### src/rtl/calc_key_entry.sv
// Keypad operand-entry controller: builds two 4-digit BCD operands and an
// operation code for the BCD ALU. Optional backspace support: CALC_ENTRY_BACKSPACE_EN.
module calc_key_entry (
    input  logic        clk,
    input  logic        clear_n,
    input  logic        key_valid,
    input  logic [4:0]  key_code,
    output logic [15:0] bcd1,
    output logic [15:0] bcd2,
    output logic [1:0]  op_selected,
    output logic [1:0]  disp_sel,
    output logic        result_valid,
    output logic        key_err
);

    // State encoding doubles as the display select code.
    typedef enum logic [1:0] {
        ST_ENTER_A  = 2'b00,
        ST_ENTER_B  = 2'b01,
        ST_SHOW_RES = 2'b10
    } state_t;

    localparam logic [4:0] K_PLUS  = 5'd10;
    localparam logic [4:0] K_MINUS = 5'd11;
    localparam logic [4:0] K_EQ    = 5'd12;
    localparam logic [4:0] K_CLR   = 5'd13;
`ifdef CALC_ENTRY_BACKSPACE_EN
    localparam logic [4:0] K_BS    = 5'd14;
`endif

    state_t      state_r;
    logic [2:0]  cnt_a_r;
    logic [2:0]  cnt_b_r;
    logic [1:0]  op_latch_r;

    state_t      nxt_state_s;
    logic [15:0] nxt_a_s;
    logic [15:0] nxt_b_s;
    logic [2:0]  nxt_cnt_a_s;
    logic [2:0]  nxt_cnt_b_s;
    logic [1:0]  nxt_op_s;
    logic        nxt_err_s;

    function automatic logic is_digit(input logic [4:0] code);
        return (code <= 5'd9);
    endfunction

    function automatic logic is_op(input logic [4:0] code);
        return (code == K_PLUS) || (code == K_MINUS);
    endfunction

    function automatic logic [1:0] op_code(input logic [4:0] code);
        return (code == K_PLUS) ? 2'b01 : 2'b10;
    endfunction

    // Next-state decode of one key event.
    always_comb begin
        nxt_state_s = state_r;
        nxt_a_s     = bcd1;
        nxt_b_s     = bcd2;
        nxt_cnt_a_s = cnt_a_r;
        nxt_cnt_b_s = cnt_b_r;
        nxt_op_s    = op_latch_r;
        nxt_err_s   = 1'b0;
        if (!key_valid) begin
            nxt_err_s = 1'b0;
        end else if (key_code == K_CLR) begin
            nxt_state_s = ST_ENTER_A;
            nxt_a_s     = 16'h0000;
            nxt_b_s     = 16'h0000;
            nxt_cnt_a_s = 3'd0;
            nxt_cnt_b_s = 3'd0;
            nxt_op_s    = 2'b00;
        end else begin
            case (state_r)
                ST_ENTER_A: begin
                    if (is_digit(key_code)) begin
                        if (cnt_a_r != 3'd4) begin
                            nxt_a_s     = {bcd1[11:0], key_code[3:0]};
                            nxt_cnt_a_s = cnt_a_r + 3'd1;
                        end else begin
                            nxt_err_s = 1'b1;
                        end
                    end else if (is_op(key_code)) begin
                        nxt_op_s    = op_code(key_code);
                        nxt_state_s = ST_ENTER_B;
`ifdef CALC_ENTRY_BACKSPACE_EN
                    end else if ((key_code == K_BS) && (cnt_a_r != 3'd0)) begin
                        nxt_a_s     = {4'h0, bcd1[15:4]};
                        nxt_cnt_a_s = cnt_a_r - 3'd1;
`endif
                    end else begin
                        nxt_err_s = 1'b1;
                    end
                end
                ST_ENTER_B: begin
                    if (is_digit(key_code)) begin
                        if (cnt_b_r != 3'd4) begin
                            nxt_b_s     = {bcd2[11:0], key_code[3:0]};
                            nxt_cnt_b_s = cnt_b_r + 3'd1;
                        end else begin
                            nxt_err_s = 1'b1;
                        end
                    end else if (is_op(key_code)) begin
                        if (cnt_b_r == 3'd0) begin
                            nxt_op_s = op_code(key_code);
                        end else begin
                            nxt_err_s = 1'b1;
                        end
                    end else if (key_code == K_EQ) begin
                        nxt_state_s = ST_SHOW_RES;
`ifdef CALC_ENTRY_BACKSPACE_EN
                    end else if (key_code == K_BS) begin
                        if (cnt_b_r != 3'd0) begin
                            nxt_b_s     = {4'h0, bcd2[15:4]};
                            nxt_cnt_b_s = cnt_b_r - 3'd1;
                        end else begin
                            nxt_state_s = ST_ENTER_A;
                            nxt_op_s    = 2'b00;
                        end
`endif
                    end else begin
                        nxt_err_s = 1'b1;
                    end
                end
                ST_SHOW_RES: begin
                    // A digit starts a fresh calculation with that digit as A.
                    if (is_digit(key_code)) begin
                        nxt_state_s = ST_ENTER_A;
                        nxt_a_s     = {12'h000, key_code[3:0]};
                        nxt_b_s     = 16'h0000;
                        nxt_cnt_a_s = 3'd1;
                        nxt_cnt_b_s = 3'd0;
                        nxt_op_s    = 2'b00;
                    end else begin
                        nxt_err_s = 1'b1;
                    end
                end
                default: begin
                    nxt_state_s = ST_ENTER_A;
                    nxt_a_s     = 16'h0000;
                    nxt_b_s     = 16'h0000;
                    nxt_cnt_a_s = 3'd0;
                    nxt_cnt_b_s = 3'd0;
                    nxt_op_s    = 2'b00;
                end
            endcase
        end
    end

    // State, operand and output registers.
    always_ff @(posedge clk or negedge clear_n) begin
        if (!clear_n) begin
            state_r      <= ST_ENTER_A;
            cnt_a_r      <= 3'd0;
            cnt_b_r      <= 3'd0;
            op_latch_r   <= 2'b00;
            bcd1         <= 16'h0000;
            bcd2         <= 16'h0000;
            op_selected  <= 2'b00;
            disp_sel     <= 2'b00;
            result_valid <= 1'b0;
            key_err      <= 1'b0;
        end else begin
            state_r      <= nxt_state_s;
            cnt_a_r      <= nxt_cnt_a_s;
            cnt_b_r      <= nxt_cnt_b_s;
            op_latch_r   <= nxt_op_s;
            bcd1         <= nxt_a_s;
            bcd2         <= nxt_b_s;
            op_selected  <= (nxt_state_s == ST_SHOW_RES) ? nxt_op_s : 2'b00;
            disp_sel     <= nxt_state_s;
            result_valid <= (nxt_state_s == ST_SHOW_RES);
            key_err      <= nxt_err_s;
        end
    end

endmodule

### config.mk
export PLATFORM = sky130hd
export DESIGN_NAME = calc_key_entry
export DESIGN_NICKNAME = d
export VERILOG_FILES = /design/src/rtl/calc_key_entry.sv
export SDC_FILE = /design/constraint.sdc
export NUM_CORES = 1
export LEC_CHECK = 0
export ABC_AREA = 0
export CORE_MARGIN = 1
export CORE_UTILIZATION = 35
export CTS_CLUSTER_SIZE = 14
export DETAILED_ROUTE_END_ITERATION = 16
export SLEW_MARGIN = 10
export SYNTH_ARGS = -nofsm -noshare
export SYNTH_HDL_FRONTEND = slang
export SYNTH_SLANG_ARGS = --single-unit
### constraint.sdc
create_clock -name clk -period 2.1 [get_ports clk]
set_clock_uncertainty 0.2 [all_clocks]
set_input_delay 0.42 -clock clk [delete_from_list [all_inputs] [get_ports clk]]
set_output_delay 0.42 -clock clk [all_outputs]
set_load 0.005 [all_outputs]
==> results of run 1 <==
## cell usage in the layout (no fill, tap or decap), drive strengths merged, types with 2 or more instances in the layout
master	netlist	final
nor2	4	4
o31ai	2	2
ha	4	4
nand2	6	6
o2111a	2	2
and4bb	3	3
nor3b	2	2
nand4bb	2	2
dlygate4sd2	0	3
a22o	32	32
nor2b	6	6
dfrtp	46	46
a32o	2	2
clkbuf	2	5
nand3	2	2
buf	10	43
and3	2	2
inv	12	13
o21ai	5	5
nor4	2	2
a211oi	4	4
nand2b	4	4
o211ai	2	2
clkdlybuf4s50	0	40
a211o	2	2
a21oi	7	7
## per-layer routing
metal	wire (microns)	vias to the layer above	part of all wire [%]
met2	2510	56	46
met5	0	-	0
li1	-	885	-
met3	241	6	4.4
met4	64	0	1.2
met1	2610	895	48
## flip-flops by register name, summed over array words and instances (netlist names)
register / count
bcd1: 16
result_valid: 1
op_latch_r: 2
op_selected: 2
cnt_b_r: 3
bcd2: 16
key_err: 1
state_r: 2
cnt_a_r: 3
## cell usage after synthesis (all sizes together) (3+ instances only)
| cell type | instances |
|---|---|
| dfrtp | 46 |
| ha | 4 |
| and4bb | 3 |
| buf | 10 |
| nor2 | 4 |
| a211oi | 4 |
| nand2b | 4 |
| nor2b | 6 |
| nand2 | 6 |
| o21ai | 5 |
| inv | 12 |
| a21oi | 7 |
| a22o | 32 |
## worst max-delay path, delay by kind of cell, from the launching register on
kind / cells / cell delay (ns)
buffers and inverters: 2 / 0.66
flip-flops: 1 / 0.41
## logic make-up (layout without fill, tap and decap cells)
| kind of cell | after synthesis | count (layout) | synth area share (%) |
|---|---|---|---|
| multiplexers | 2 | 2 | 0.943 |
| AO/OA/AOI/OAI | 72 | 72 | 28.5 |
| AND/OR/NAND/NOR | 38 | 38 | 11.9 |
| adder cells (fa/ha/maj) | 4 | 4 | 2.22 |
| flip-flops | 46 | 46 | 51.1 |
| buffers and inverters | 24 | 108 | 5.38 |
## power groups by stage
stage               clock, uW  sequential, uW  combinational, uW
floorplan                   0            1210                366
global placement            0            1230                799
detailed placement          0            1230                812
CTS                       725            1210                818
global route              753            1240                895
finish                    696            1210                810
## worst max-delay path by stage
| stage | startpoint | end | slack [ns] | cells after the start |
|---|---|---|---|---|
| after floorplan | key_code[4] | bcd2[10]$_DFFE_PN0P_ | 0.21 | 6 |
| after global placement | key_code[2] | bcd1[0]$_DFFE_PN0P_ | -0.46 | 6 |
| after detailed placement | key_code[2] | bcd1[3]$_DFFE_PN0P_ | -0.50 | 6 |
| after CTS | key_code[4] | key_err$_DFF_PN0_ | 0.01 | 6 |
| after global routing | cnt_b_r[0]$_DFFE_PN0P_ | op_selected[1]$_DFF_PN0_ | 0.01 | 7 |
| final | state_r[0]$_DFF_PN0_ | disp_sel[0] | 0.10 | 2 |
## area by class of cell
| type | count | area share [%] |
|---|---|---|
| Sequential cell | 46 | 36.0 |
| Multi-Input combinational cell | 116 | 31.2 |
| Timing Repair Buffer | 88 | 24.8 |
| Tap cell | 75 | 2.93 |
| Clock buffer | 5 | 2.15 |
| Clock inverter | 3 | 1.52 |
| Inverter | 12 | 1.41 |
## what timing repair did
action / 4_1_cts / 5_1_grt
hold endpoints to repair: 46 / 0
setup endpoints to repair: 39 / 22
setup buffers: 0 / 0
pin swaps: 0 / 0
hold buffers: 1 / 0
gates resized for setup: 6 / 1
## stage by stage
stage          TNS [ns]  worst slack, ns
5_1_grt               0           0.0118
3_5_place_dp     -17.49           -0.502
6_report              0            0.102
4_1_cts               0           0.0149
2_1_floorplan         0            0.209
3_3_place_gp     -15.54           -0.455
==> flow_metrics.env, run 1 <==
export IMPL_status="completed"
export IMPL_cts_root_buf="clkbuf_8"
export IMPL_rsz0062_at_grt="no"
export IMPL_totalWireLength_microns=5430
export IMPL_combPwrFrac_pct=29.9
export IMPL_setup_violations=0
export IMPL_grt_pass1_vias=1761
export IMPL_grt_max_degree=47
export IMPL_die_y_microns=82.3
export IMPL_use_met1_pct=24.5
export IMPL_placed_area_sq_um=3060
export IMPL_dr_total_vias=1842
export IMPL_period_minus_slack_ns=2.00
export IMPL_final_cells=345
export IMPL_switching_power_uw=781
export IMPL_placedCellCount=336
export IMPL_stdcell_area_sq_um=3200
export IMPL_synth_top_area_share_pct=51.1
export IMPL_path_class="reg -> out"
export IMPL_required_ns=1.48
export IMPL_seq_area_sq_um=1150
export IMPL_clock_latency_ns=0.31
export IMPL_ir_drop_mv=0.368
export IMPL_gp_congestion=0.877
export IMPL_finalCritPeriodShare_pct=95.2
export IMPL_h_tree_depth=2
export IMPL_syn_cell_area_sq_um=2250
export IMPL_path_clk_slew_ns=0.10
export IMPL_power_density_nw_per_um2=847
export IMPL_grt_pass1_wl_microns=8850
export IMPL_cap_violations=0
export IMPL_portBuffers=45
export IMPL_met3_usage_pct=2.86
export IMPL_ys_warn_count=0
export IMPL_numCtsBuffers=5
export IMPL_rr_endpoint="key_err$_DFF_PN0_"
export IMPL_cts_tree="done"
export IMPL_sequentialPowerShare_pct=44.5
export IMPL_critPathArrivalTime_ns=1.38
export IMPL_hold_depth=1
export IMPL_multi_input_area_sq_um=1000
export IMPL_wire_per_inst_microns=15.7
export IMPL_gr_usage_met2_pct=27.1
export IMPL_drt_pass1_iter_count=4
export IMPL_synth_edff_count=0
export IMPL_reg2reg_depth=7
export IMPL_grt_overflow=0
export IMPL_dp_hpwl_microns=3970
export IMPL_synth_top_area_cell="dfrtp_1"
export IMPL_hold_viol_final=0
export IMPL_design_die_area_sq_um=6770
export IMPL_clockBufferDepth=2
export IMPL_path_cells="buf_4, clkdlybuf4s50_1"
export IMPL_ys_types=55
export IMPL_rrSetupSlack_ns=0.21
export IMPL_p_leak_uw=0.00143
export IMPL_syn_inst=186
export IMPL_start_util_pct=37.2
export IMPL_synth_main_ff_cell="dfrtp_1"
export IMPL_switching_share_pct=28.8
export IMPL_busiest_layer="met2"
export IMPL_hold_path_class="reg -> reg"
export IMPL_slew_headroom_pct=68.5
export IMPL_whs_endpoint="bcd1[15]$_DFFE_PN0P_"
export IMPL_min_from="bcd1[15]$_DFFE_PN0P_"
export IMPL_yosysSeqAreaShare_pct=51.1
export IMPL_cp_start_kind="register"
export IMPL_cp_slowest_cell="clkdlybuf4s50_1"
export IMPL_nFillCells=543
export IMPL_detail_route_vias_per_cell=5.34
export IMPL_power_internal_uw=1930
export IMPL_pwr_share_clk_pct=25.6
export IMPL_antenna_found_initial=0
export IMPL_drc=0
export IMPL_whs_ns=0.309
export IMPL_slew_viol_final=0
export IMPL_fin_nets=281
export IMPL_drive_above_1_share_pct=24.1
export IMPL_synth_fp_nets=198
export IMPL_die_w_microns=82.3
export IMPL_worst_path_largest_cell_delay_ns=0.50
export IMPL_endpoint_kind="output pin"
export IMPL_syn_to_final_growth_pct=42.0
export IMPL_antennaDiodeCount=0
export IMPL_ys_ff_latch=46
export IMPL_cts_sinks=46
export IMPL_first_iter_violations=133
export IMPL_worst_slew_pin_slew_ns=0.471
export IMPL_ios=46
export IMPL_yosys_top_cells_area="dfrtp_1 51%, a22o_1 12%, ha_1 2.2%"
export IMPL_cp_max_fo=5
export IMPL_fmax_mhz=500
export IMPL_worst_r2r_startpoint="cnt_b_r[0]$_DFFE_PN0P_"
export IMPL_antenna_left=0
export IMPL_synth_area_per_cell_sq_um=12.1
export IMPL_synthArstFlopShare_pct=100
export IMPL_core_area_sq_um=6060
export IMPL_grt_usage_pct=17.5
export IMPL_power_uw=2710
export IMPL_utilization_pct=52.8
export IMPL_rows=28
No activity file was read; power rests on OpenSTA's default activity.
==> run 2, diff against run 1 <==
--- a/config.mk
+++ b/config.mk
@@ -10,7 +10,6 @@
 export CORE_UTILIZATION = 35
 export CTS_CLUSTER_SIZE = 14
 export DETAILED_ROUTE_END_ITERATION = 16
-export SLEW_MARGIN = 10
 export SYNTH_ARGS = -nofsm -noshare
 export SYNTH_HDL_FRONTEND = slang
 export SYNTH_SLANG_ARGS = --single-unit
==> constraint.sdc (replaced) <==
create_clock -name clk -period 2.1 [get_ports clk]
set_clock_uncertainty 0.2 [all_clocks]
set_input_delay 0.42 -clock clk [delete_from_list [all_inputs] [get_ports clk]]
set_output_delay 0.42 -clock clk [all_outputs]
set_load 0.1 [all_outputs]
==> flow_metrics.env, run 2 (same netlist as run 1, synthesis figures left out) <==
export IMPL_status="completed"
export IMPL_period_minus_slack_ns=1.96
export IMPL_numCtsBuffers=5
export IMPL_layout_setup_ws_ns=0.144
export IMPL_gp_congestion=0.868
export IMPL_path_class="reg -> reg"
export IMPL_h_tree_depth=2
export IMPL_hold_path_class="reg -> reg"
export IMPL_slew_viol_final=0
export IMPL_grt_usage_pct=18.0
export IMPL_dr_total_vias=1862
export IMPL_antenna_left=0
export IMPL_syn_to_final_growth_pct=58.5
export IMPL_rsz0062_at_grt="no"
export IMPL_cts_root_buf="clkbuf_8"
export IMPL_path_clk_slew_ns=0.08
export IMPL_drt_pass1_iter_count=4
export IMPL_cts_sinks=46
export IMPL_drc=0
export IMPL_rows=28
export IMPL_dp_hpwl_microns=4080
export IMPL_top_regs="bcd1 (16), bcd2 (16)"
export IMPL_die_y_microns=82.3
export IMPL_grt_pass1_wl_microns=9160
export IMPL_fmax_mhz=511
export IMPL_dp_slack_ns=-0.389
export IMPL_finalCritPeriodShare_pct=93.1
export IMPL_grt_pass1_vias=1841
export IMPL_required_ns=2.14
export IMPL_hold_viol_final=0
export IMPL_power_density_nw_per_um2=1090
export IMPL_start_util_pct=37.2
export IMPL_fin_nets=279
export IMPL_wire_per_inst_microns=15.4
export IMPL_cp_start_kind="register"
export IMPL_core_area_sq_um=6060
export IMPL_cap_violations=0
export IMPL_grt_max_degree=31
export IMPL_worst_path_largest_cell_delay_ns=0.39
export IMPL_p_leak_uw=0.00161
export IMPL_setup_violations=0
export IMPL_cp_slowest_cell="dfrtp_1"
export IMPL_antennaDiodeCount=0
export IMPL_cp_max_fo=9
export IMPL_drive_above_1_share_pct=39.2
export IMPL_antenna_found_initial=0
export IMPL_hold_depth=1
export IMPL_final_common_cell="dfrtp_1"
export IMPL_reg2reg_depth=7
export IMPL_critPathArrivalTime_ns=1.99
export IMPL_post_cts_repair_setup_buffers=0
export IMPL_first_iter_violations=71
export IMPL_mostFrequentLayoutCells="44 x dfrtp_1, 40 x buf_12, 37 x buf_4, 32 x a22o_1, 12 x inv_1"
export IMPL_tns_ns=0
export IMPL_portBuffers=45
export IMPL_detail_route_vias_per_cell=5.43
export IMPL_endpoint_kind="register"
export IMPL_clock_latency_ns=0.30
export IMPL_totalWireLength_microns=5280
export IMPL_path_cells="inv_1, ha_1, a21oi_1, and3_1, o31ai_4, buf_4, a22o_1"
export IMPL_design_die_area_sq_um=6770
export IMPL_cts_tree="done"
export IMPL_ios=46
export IMPL_worst_slew_pin_slew_ns=0.456
export IMPL_clockBufferDepth=2
export IMPL_grt_overflow=0
export IMPL_ir_drop_mv=1.03
export IMPL_slew_headroom_pct=69.5
export IMPL_die_w_microns=82.3
==> run 2: cell count changes in the layout (fill, tap and decap cells not counted), moves of 2 or more <==
cell	change
dfrtp_2	+2
buf_4	-3
buf_12	+38
dfrtp_1	-2
o21ai_2	+2
clkdlybuf4s50_1	-38
==> run 2: report_power, final <==
group / internal (uW) / switching, uW
Clock: 265 / 290
Combinational: 789 / 1280
Sequential: 1060 / 228
==> run 2: final timing paths <==
check / start / to / slack, ns
setup / recovery: cnt_b_r[0]$_DFFE_PN0P_ / bcd2[3]$_DFFE_PN0P_ / 0.14
hold / removal: cnt_a_r[0]$_DFFE_PN0P_ / cnt_a_r[0]$_DFFE_PN0P_ / 0.34
max in group asynchronous: clear_n / bcd1[7]$_DFFE_PN0P_ / 0.83
min in group asynchronous: clear_n / bcd2[10]$_DFFE_PN0P_ / 0.38
hold reg to reg: cnt_a_r[0]$_DFFE_PN0P_ / cnt_a_r[0]$_DFFE_PN0P_ / 0.34
setup reg to reg: cnt_b_r[0]$_DFFE_PN0P_ / bcd2[3]$_DFFE_PN0P_ / 0.14
==> run 2: critical path, delay by kind of cell (launching register included) <==
family	cells	cell delay, ns
flip-flops	1	0.39
adder cells (fa/ha/maj)	1	0.19
buffers and inverters	2	0.32
AO/OA/AOI/OAI	3	0.59
AND/OR/NAND/NOR	1	0.22
==> run 2: per-layer routing <==
| metal | share of wire (%) | global-route usage [%] | vias to the layer above |
|---|---|---|---|
| li1 | - | - | 882 |
| met3 | 3.6 | 2.75 | 7 |
| met4 | 1.5 | 6.84 | 0 |
| met5 | 0 | 0 | - |
| met2 | 45 | 26.9 | 54 |
| met1 | 50 | 26.1 | 919 |
==> run 2: repair_timing <==
item / CTS / global route
endpoints found under the hold margin: 16 / 0
endpoints found under the setup margin: 34 / 19
hold buffers: 1 / 0
gates resized for setup: 8 / 2
pin swaps: 0 / 1
==> run 2: cell type report <==
| class | instances | area [sq um] |
|---|---|---|
| clock inverters | 2 | 12.5 |
| repair buffers | 86 | 1160 |
| well taps | 75 | 93.8 |
| multi-input cells | 116 | 1020 |
| flip-flops and latches | 46 | 1150 |
| inverters | 12 | 45.0 |
| clock buffers | 6 | 82.6 |
| fillers | 505 | 2490 |
==> run 2: per-stage QoR <==
| step | util, % | total power (uW) | hold slack [ns] | instance area, sq um | instances |
|---|---|---|---|---|---|
| floorplan | - | 2530 | -0.0756 | 2260 | 186 |
| global placement | 56.5 | 3350 | 0.166 | 3430 | 334 |
| detailed placement | 56.5 | 3370 | 0.162 | 3430 | 334 |
| CTS | 58.9 | 3930 | 0.342 | 3570 | 343 |
| global route | 59.0 | 4090 | 0.353 | 3570 | 343 |
| finish | 59.0 | 3910 | 0.339 | 3570 | 343 |
